## src/rtl/uart_rx.sv

```systemverilog
// UART receiver: x16 oversampled, centre-of-bit sampling, LSB-first framing,
// with a held-data register, sticky overrun flag and framing-error pulse.
module uart_rx #(
   parameter int P_DATA_BITS = 8
) (
   input  logic                   CLK,
   input  logic                   RST,
   input  logic                   TICK16,
   input  logic                   RX,
   input  logic                   DATA_ACK,
   output logic [P_DATA_BITS-1:0] DATA,
   output logic                   VALID,
   output logic                   OVERRUN,
   output logic                   FRAME_ERR,
   output logic                   BUSY
);

   localparam int IDX_W = (P_DATA_BITS > 1) ? $clog2(P_DATA_BITS) : 1;
   localparam logic [IDX_W-1:0] LAST_IDX = IDX_W'(P_DATA_BITS - 1);

   typedef enum logic [2:0] {
      ST_IDLE,
      ST_START,
      ST_DATA,
      ST_STOP,
      ST_BREAK
   } state_e;

   logic                   rx_meta_q;
   logic                   rx_s_q;
   state_e                 state_q,   state_d;
   logic [3:0]             cnt_q,     cnt_d;
   logic [IDX_W-1:0]       idx_q,     idx_d;
   logic [P_DATA_BITS-1:0] shift_q,   shift_d;
   logic [P_DATA_BITS-1:0] data_q,    data_d;
   logic                   valid_q,   valid_d;
   logic                   overrun_q, overrun_d;
   logic                   ferr_q,    ferr_d;

   // Synchronizer resets to the idle (high) line level so reset never looks like a start edge.
   always_ff @(posedge CLK) begin
      if (RST) begin
         rx_meta_q <= 1'b1;
         rx_s_q    <= 1'b1;
      end else begin
         rx_meta_q <= RX;
         rx_s_q    <= rx_meta_q;
      end
   end

   always_ff @(posedge CLK) begin
      if (RST) begin
         state_q   <= ST_IDLE;
         cnt_q     <= 4'd0;
         idx_q     <= '0;
         shift_q   <= '0;
         data_q    <= '0;
         valid_q   <= 1'b0;
         overrun_q <= 1'b0;
         ferr_q    <= 1'b0;
      end else begin
         state_q   <= state_d;
         cnt_q     <= cnt_d;
         idx_q     <= idx_d;
         shift_q   <= shift_d;
         data_q    <= data_d;
         valid_q   <= valid_d;
         overrun_q <= overrun_d;
         ferr_q    <= ferr_d;
      end
   end

   always_comb begin
      state_d   = state_q;
      cnt_d     = cnt_q;
      idx_d     = idx_q;
      shift_d   = shift_q;
      data_d    = data_q;
      valid_d   = valid_q;
      overrun_d = overrun_q;
      ferr_d    = 1'b0;

      if (DATA_ACK) begin
         valid_d   = 1'b0;
         overrun_d = 1'b0;
      end

      if (TICK16) begin
         case (state_q)
            ST_IDLE: begin
               if (!rx_s_q) begin
                  state_d = ST_START;
                  cnt_d   = 4'd0;
               end
            end

            // Half a bit into the start bit: a line that went high again was a glitch.
            ST_START: begin
               if (cnt_q == 4'd7) begin
                  cnt_d = 4'd0;
                  if (!rx_s_q) begin
                     state_d = ST_DATA;
                     idx_d   = '0;
                  end else begin
                     state_d = ST_IDLE;
                  end
               end else begin
                  cnt_d = cnt_q + 4'd1;
               end
            end

            ST_DATA: begin
               if (cnt_q == 4'd15) begin
                  cnt_d   = 4'd0;
                  shift_d = {rx_s_q, shift_q[P_DATA_BITS-1:1]};
                  if (idx_q == LAST_IDX) begin
                     state_d = ST_STOP;
                  end else begin
                     idx_d = idx_q + 1'b1;
                  end
               end else begin
                  cnt_d = cnt_q + 4'd1;
               end
            end

            // A good stop while an unacknowledged word is held overwrites it and flags overrun.
            ST_STOP: begin
               if (cnt_q == 4'd15) begin
                  cnt_d = 4'd0;
                  if (rx_s_q) begin
                     state_d = ST_IDLE;
                     data_d  = shift_q;
                     valid_d = 1'b1;
                     if (valid_q && !DATA_ACK) begin
                        overrun_d = 1'b1;
                     end
                  end else begin
                     state_d = ST_BREAK;
                     ferr_d  = 1'b1;
                  end
               end else begin
                  cnt_d = cnt_q + 4'd1;
               end
            end

            ST_BREAK: begin
               if (rx_s_q) begin
                  state_d = ST_IDLE;
                  cnt_d   = 4'd0;
               end
            end

            default: begin
               state_d = ST_IDLE;
               cnt_d   = 4'd0;
            end
         endcase
      end
   end

   assign DATA      = data_q;
   assign VALID     = valid_q;
   assign OVERRUN   = overrun_q;
   assign FRAME_ERR = ferr_q;
   assign BUSY      = (state_q != ST_IDLE);

endmodule

```

## config.mk

```make
export PLATFORM = sky130hd
export DESIGN_NAME = uart_rx
export DESIGN_NICKNAME = d
export VERILOG_FILES = /design/src/rtl/uart_rx.sv
export SDC_FILE = /design/constraint.sdc
export NUM_CORES = 1
export LEC_CHECK = 0
export CAP_MARGIN = 10
export CORE_MARGIN = 3
export CORE_UTILIZATION = 57
export CTS_CLUSTER_SIZE = 30
export DETAILED_ROUTE_END_ITERATION = 10
export GPL_TIMING_DRIVEN = 0
export PLACE_DENSITY = 0.84
export SYNTH_ARGS = -nofsm -noshare
export SYNTH_HDL_FRONTEND = slang
export SYNTH_SLANG_ARGS = --single-unit
```

## constraint.sdc

```tcl
create_clock -name CLK -period 3.4 [get_ports CLK]
set_input_delay 0.34 -clock CLK [delete_from_list [all_inputs] [get_ports CLK]]
set_output_delay 0.34 -clock CLK [all_outputs]
set_load 0.02 [all_outputs]
```

==> Yosys cells after proc, flatten, opt, wreduce, memory -nomap -nowiden <==
Cells that the tools add are included.
Widths: inputs -> output; s select.
{ "totals": {"word_cells": 73, "input_bits": 5, "register_bits": 31} }
{ "op_classes": {"n_reduce_logical": 12, "n_mux": 31, "eq_ne": 15, "bitwise": 3, "n_addsub": 2} }
{ "op_table": {"columns": ["cell", "n"], "rows": [
  ["$mux 3", 11],
  ["$mux 4", 4],
  ["$ne 2x2->1 const B", 8],
  ["$pmux 4 s4", 1],
  ["$pmux 3 s5", 1],
  ["$mux 1", 12],
  ["$reduce_and 7->1", 1],
  ["$eq 3x2->1 const B", 2],
  ["$eq 3x3->1 const B", 2],
  ["$pmux 3 s2", 1],
  ["$reduce_and 3->1", 2],
  ["$reduce_and 6->1", 1],
  ["$add 4x1->4 const B", 1],
  ["$eq 4x3->1 const B", 1],
  ["$eq 4x4->1 const B", 1],
  ["$reduce_and 4->1", 1],
  ["$reduce_or 4->1", 1],
  ["$add 3x1->3 const B", 1],
  ["$eq 3x1->1 const B", 1],
  ["$logic_not 3->1", 1],
  ["$not 1->1", 3],
  ["$reduce_bool 3->1", 1],
  ["$mux 2", 1],
  ["$reduce_bool 2->1", 1],
  ["3 further kinds", 3]
]} }

==> Depth between registers and ports, before layout <==
{ "depth": {"depth_word": 7, "ltp_mapped": 6, "ltp_nobuf": 5} }

==> Worst setup path after synthesis <==
Ideal clock, no wire load.
{ "synth_timing": {"path_type": "reg2reg", "startpoint": "reg idx_q[0]", "endpoint": "reg idx_q[1]", "synth_period_minus_slack_ns": 1.630, "slack_ns": 1.770, "path_buffers": 0, "setup_time_ns": 0.071, "path_stages_with_launch": 6, "arrival_ns": 1.559, "path_cell_list": "dfxtp_1 > ha_1 > ha_1 > o22a_4 > or4b_1 > a21oi_1"} }
{ "synth_between": {"elab_chain_cells": 4} }
{ "synth_lines": {"columns": ["item", "line_no", "text"], "rows": [
  ["from (decl)", "33", "logic [IDX_W-1:0] idx_q, idx_d;"],
  ["from (signal assigned)", "64", "idx_q <= idx_d;"],
  ["$add 3x1->3", "119", "idx_d = idx_q + 1'b1;"],
  ["$mux 3", "116", "if (idx_q == LAST_IDX) begin"],
  ["$mux 3", "113", "if (cnt_q == 4'd15) begin"],
  ["$pmux 3 s2", "89", "case (state_q)"]
]} }
Several ways; a longest one is shown, not always the timed one. The select of a mux whose other input is x is not followed.
A chain may end at the register's enable or synchronous reset.

==> Worst setup path in the final report <==
{ "layout_timing": {"startpoint": "reg state_q[2]", "endpoint": "out BUSY"} }
{ "layout_between": {"elab_chain_cells": 1} }
{ "layout_lines": {"columns": ["item", "line_no", "text"], "rows": [
  ["from (decl)", "31", "state_e state_q, state_d;"],
  ["from (signal assigned)", "62", "state_q <= state_d;"],
  ["$reduce_bool 3->1", "165", "assign BUSY = (state_q != ST_IDLE);"],
  ["to (decl)", "15", "output logic BUSY"]
]} }
Every way passes these cells.

==> summary.txt <==
Route
  • Routed wire per std cell: 14.1 um
  • Drt drc: 0
  • Via-to-Cell Ratio: 5.69
  • Starting DRT DRC Count: 17
  • Total number of vias: between 1000 and 1500
  • Post-route ant nets: 0
  • Post-Route WL: ~2700 um
  • First-pass iteration count of the detailed router: 4

GRT
  • Vias in the first global route: ~1000
  • Largest net degree at the start of global routing: 11
  • Grt peak-use layer: met2
  • First-pass GRT wire length: around 4300 um
  • Met2 usage in global routing: 33.9%
  • M1 GR Usage: a little under a quarter
  • GRT overflow: 0
  • Initial antenna violation count: 0
  • Tot GR Track Use: ~21%
  • M3 GR Usage: under 10%

Synth
  • Share of flip-flops with an asynchronous set or reset: 0%
  • Synth Warn #: 0
  • Top FF cell, synth: dfxtp_1
  • Synth top area share: between 40% and 50%
  • Synth Area in XOR/XNOR: 1.30%
  • Synthesized cell area: 1340 um^2
  • Main combinational cell family by area after synthesis: simple AND/OR/NAND/NOR gates
  • Multiplexer share of the synthesized area: a little under an eighth
  • Sequential fraction of the synthesis area: between 40 and 50%
  • EDFF count, synth: 0
  • Yosys cell types: 40
  • Post-synthesis adder-cell area fraction: ~2.8%
  • Post-Synth Simple-Gate Area: between 10% and 20%
  • Ranking of synthesized cells by area: dfxtp_1, mux2i_1, nor2_1
  • Syn avg cell area: 9.73 um^2
  • Syn nets: around 150
  • Largest area contributor in the netlist: dfxtp_1
  • Syn Inst Count: approximately 140
  • Post-synthesis compound-gate area fraction: 14.0%
  • Number of synthesized register bits: 31

STA
  • Setup tns final: 0 ns
  • Setup violators final: 0
  • Clock Skew: approximately 0.008 ns
  • RSZ-0062 raised after global routing: false
  • Final worst-path cycle share: between 60% and 70%
  • Tmin final: around 2.1 ns
  • Worst Max-Slew Pin Slew: approximately 0.61 ns
  • Slew Limit Fails: 0
  • Maximum clock rate: about 480 MHz
  • Final worst slack: approximately 1.3 ns
  • Worst relative slew slack: roughly three fifths
  • Final hold vios: 0
  • Hold Worst Slack: between 0.4 and 0.5 ns

Placement
  • PortBufs: 16
  • DP Worst Slack: ~1.4 ns
  • Placed cells: between 150 and 200
  • Placed instance area: around 1500 um^2
  • Post-DP HPWL: about 1900 um
  • Routability Congestion: 0.861

Worst setup path
  • CP Max Fanout: 10
  • R2R depth: 5
  • Worst Path Arrival: 1.74 ns
  • FF-to-FF End: shift_q[3]$_SDFFE_PP0P_
  • WP data required: between 3 and 4 ns
  • Setup CP Type: flop to primary output
  • R2R Setup Slk: between 1 and 1.5 ns
  • Critical Path Sink Type: primary output
  • Reg-to-reg startpoint: cnt_q[0]$_SDFFE_PP0P_
  • Critical path startpoint category: flop

Layout
  • Multi-input combinational cell area: around 670 um^2
  • Final Non-Filler Cells: around 190
  • Area delta synth->final: 20.9%
  • Fin nets: 169
  • Diode count: 0
  • Design area: 1620 um^2
  • Fillers: roughly 160
  • Layout cells sized above 1: 11.1%
  • Sequential Area: 621 um^2

Floorplan
  • Effective utilization at floorplan: between 60% and 70%
  • # IOs: 17
  • Cell Rows: 16
  • Die span in y: ~55 um
  • Core area: 2100 um^2
  • Die ar.: 2970 um^2
  • Die width: 54.5 um

Clock network
  • Clk root buf: clkbuf_4
  • Clock latency on the worst-skew pair: 0.33 ns
  • Clock transition at the registers of the reported paths: 0.10 ns
  • Num CTS Buffers: 5
  • Post-CTS setup repair buffer count: 0
  • CTS Hold Buffers Added: 0
  • CTS tree: yes
  • Num Clock Sinks: 31
  • CTS Buffer Depth: 2
  • Post-CTS Resized: 0
  • H-tree levels: 2

Worst hold path
  • Hold EP: rx_s_q$_SDFF_PP1_
  • Hold depth: 1
  • HP Start: rx_meta_q$_SDFF_PP1_
  • Worst hold path class: flop to flop

Power
  • PD cells: 427 nW/um^2
  • Lkg Pwr: between 0.0007 and 0.0008 uW
  • Maximum vdd ir drop: between 0.3 and 0.4 mV

Flow run
  • Number of max-cap violations: 0

Outcome
  • Status: completed
[report_power, final]
part | switching (uW) | internal [uW] | leakage (uW)
sequential | 1.25 | 364 | 0.000250
combinational | 15.9 | 10.8 | 0.000407
clock | 127 | 174 | 0.0000482
total | 144 | 549 | 0.000706
[cells in the final DEF (no fill, tap or decap), types with 4 or more instances in the layout]
| master | instances |
|---|---|
| inv_1 | 4 |
| a21oi_1 | 7 |
| nor2_1 | 19 |
| mux2i_1 | 16 |
| o21ai_0 | 4 |
| clkbuf_4 | 5 |
| dfxtp_1 | 31 |
| clkdlybuf4s50_1 | 16 |
[routing by layer]
layer / wire length, um / part of all wire, % / vias up
met2: 1310 / 49 / 19
met5: 0 / 0 / -
met4: 64 / 2.4 / 0
li1: - / - / 549
met1: 1170 / 44 / 499
met3: 112 / 4.2 / 8
[cells by family after synthesis]
| kind of cell | count (synthesis) |
|---|---|
| buffers and inverters | 11 |
| and+or+nand+nor | 49 |
| DFF | 31 |
| muxes | 16 |
| xor gates and xnor gates | 2 |
| AOI/OAI and AO/OA | 26 |
| adders and majority gates | 3 |
[flip-flops by register name, indices dropped and copies added, names as in the netlist]
name,cells
DATA,8
FRAME_ERR,1
OVERRUN,1
VALID,1
cnt_q,4
idx_q,3
rx_meta_q,1
rx_s_q,1
shift_q,8
state_q,3
[how the worst max path moves through the flow]
stage,start,cells past startpoint,to,slack [ns]
6_report,state_q[2]$_SDFFE_PP0P_,3,BUSY,1.32
3_5_place_dp,TICK16,5,idx_q[1]$_SDFFE_PP0P_,1.39
3_3_place_gp,TICK16,5,idx_q[2]$_SDFFE_PP0P_,1.43
5_1_grt,state_q[2]$_SDFFE_PP0P_,3,BUSY,1.24
2_1_floorplan,idx_q[0]$_SDFFE_PP0P_,5,idx_q[1]$_SDFFE_PP0P_,1.77
4_1_cts,state_q[2]$_SDFFE_PP0P_,3,BUSY,1.30
[critical path: stages, from the launching register on]
cell	delay, ns
dfxtp_1	0.33
buf_2	0.18
or3_1	0.37
clkdlybuf4s50_1	0.54
[final cells by class]
cell class | count | area share, %
buffer | 7 | 2.31
clock buffer | 6 | 3.16
clock inverter | 2 | 2.16
inverter | 4 | 0.925
multi-input combinational | 96 | 41.2
sequential | 31 | 38.2
tap | 27 | 2.08
timing repair buffer | 16 | 9.87
[per-stage QoR]
stage	utilization (%)	total power (uW)
floorplan	-	389
global placement	73.1	400
detailed placement	73.1	400
CTS	77.2	700
global route	77.2	720
finish	77.2	693
[Yosys cell counts, types with 2 or more instances]
master,n
dfxtp_1,31
nor2_1,19
mux2i_1,16
a21oi_1,7
inv_1,4
o21ai_0,4
and3_1,3
buf_2,3
clkbuf_1,3
ha_1,3
nand2_1,3
nand3_1,3
nor3_1,3
or4b_1,3
nand4_1,2
o21bai_1,2
o31ai_1,2
or2_2,2
or3_1,2
or4_1,2
xnor2_1,2
No activity file was read; power rests on OpenSTA's default activity.
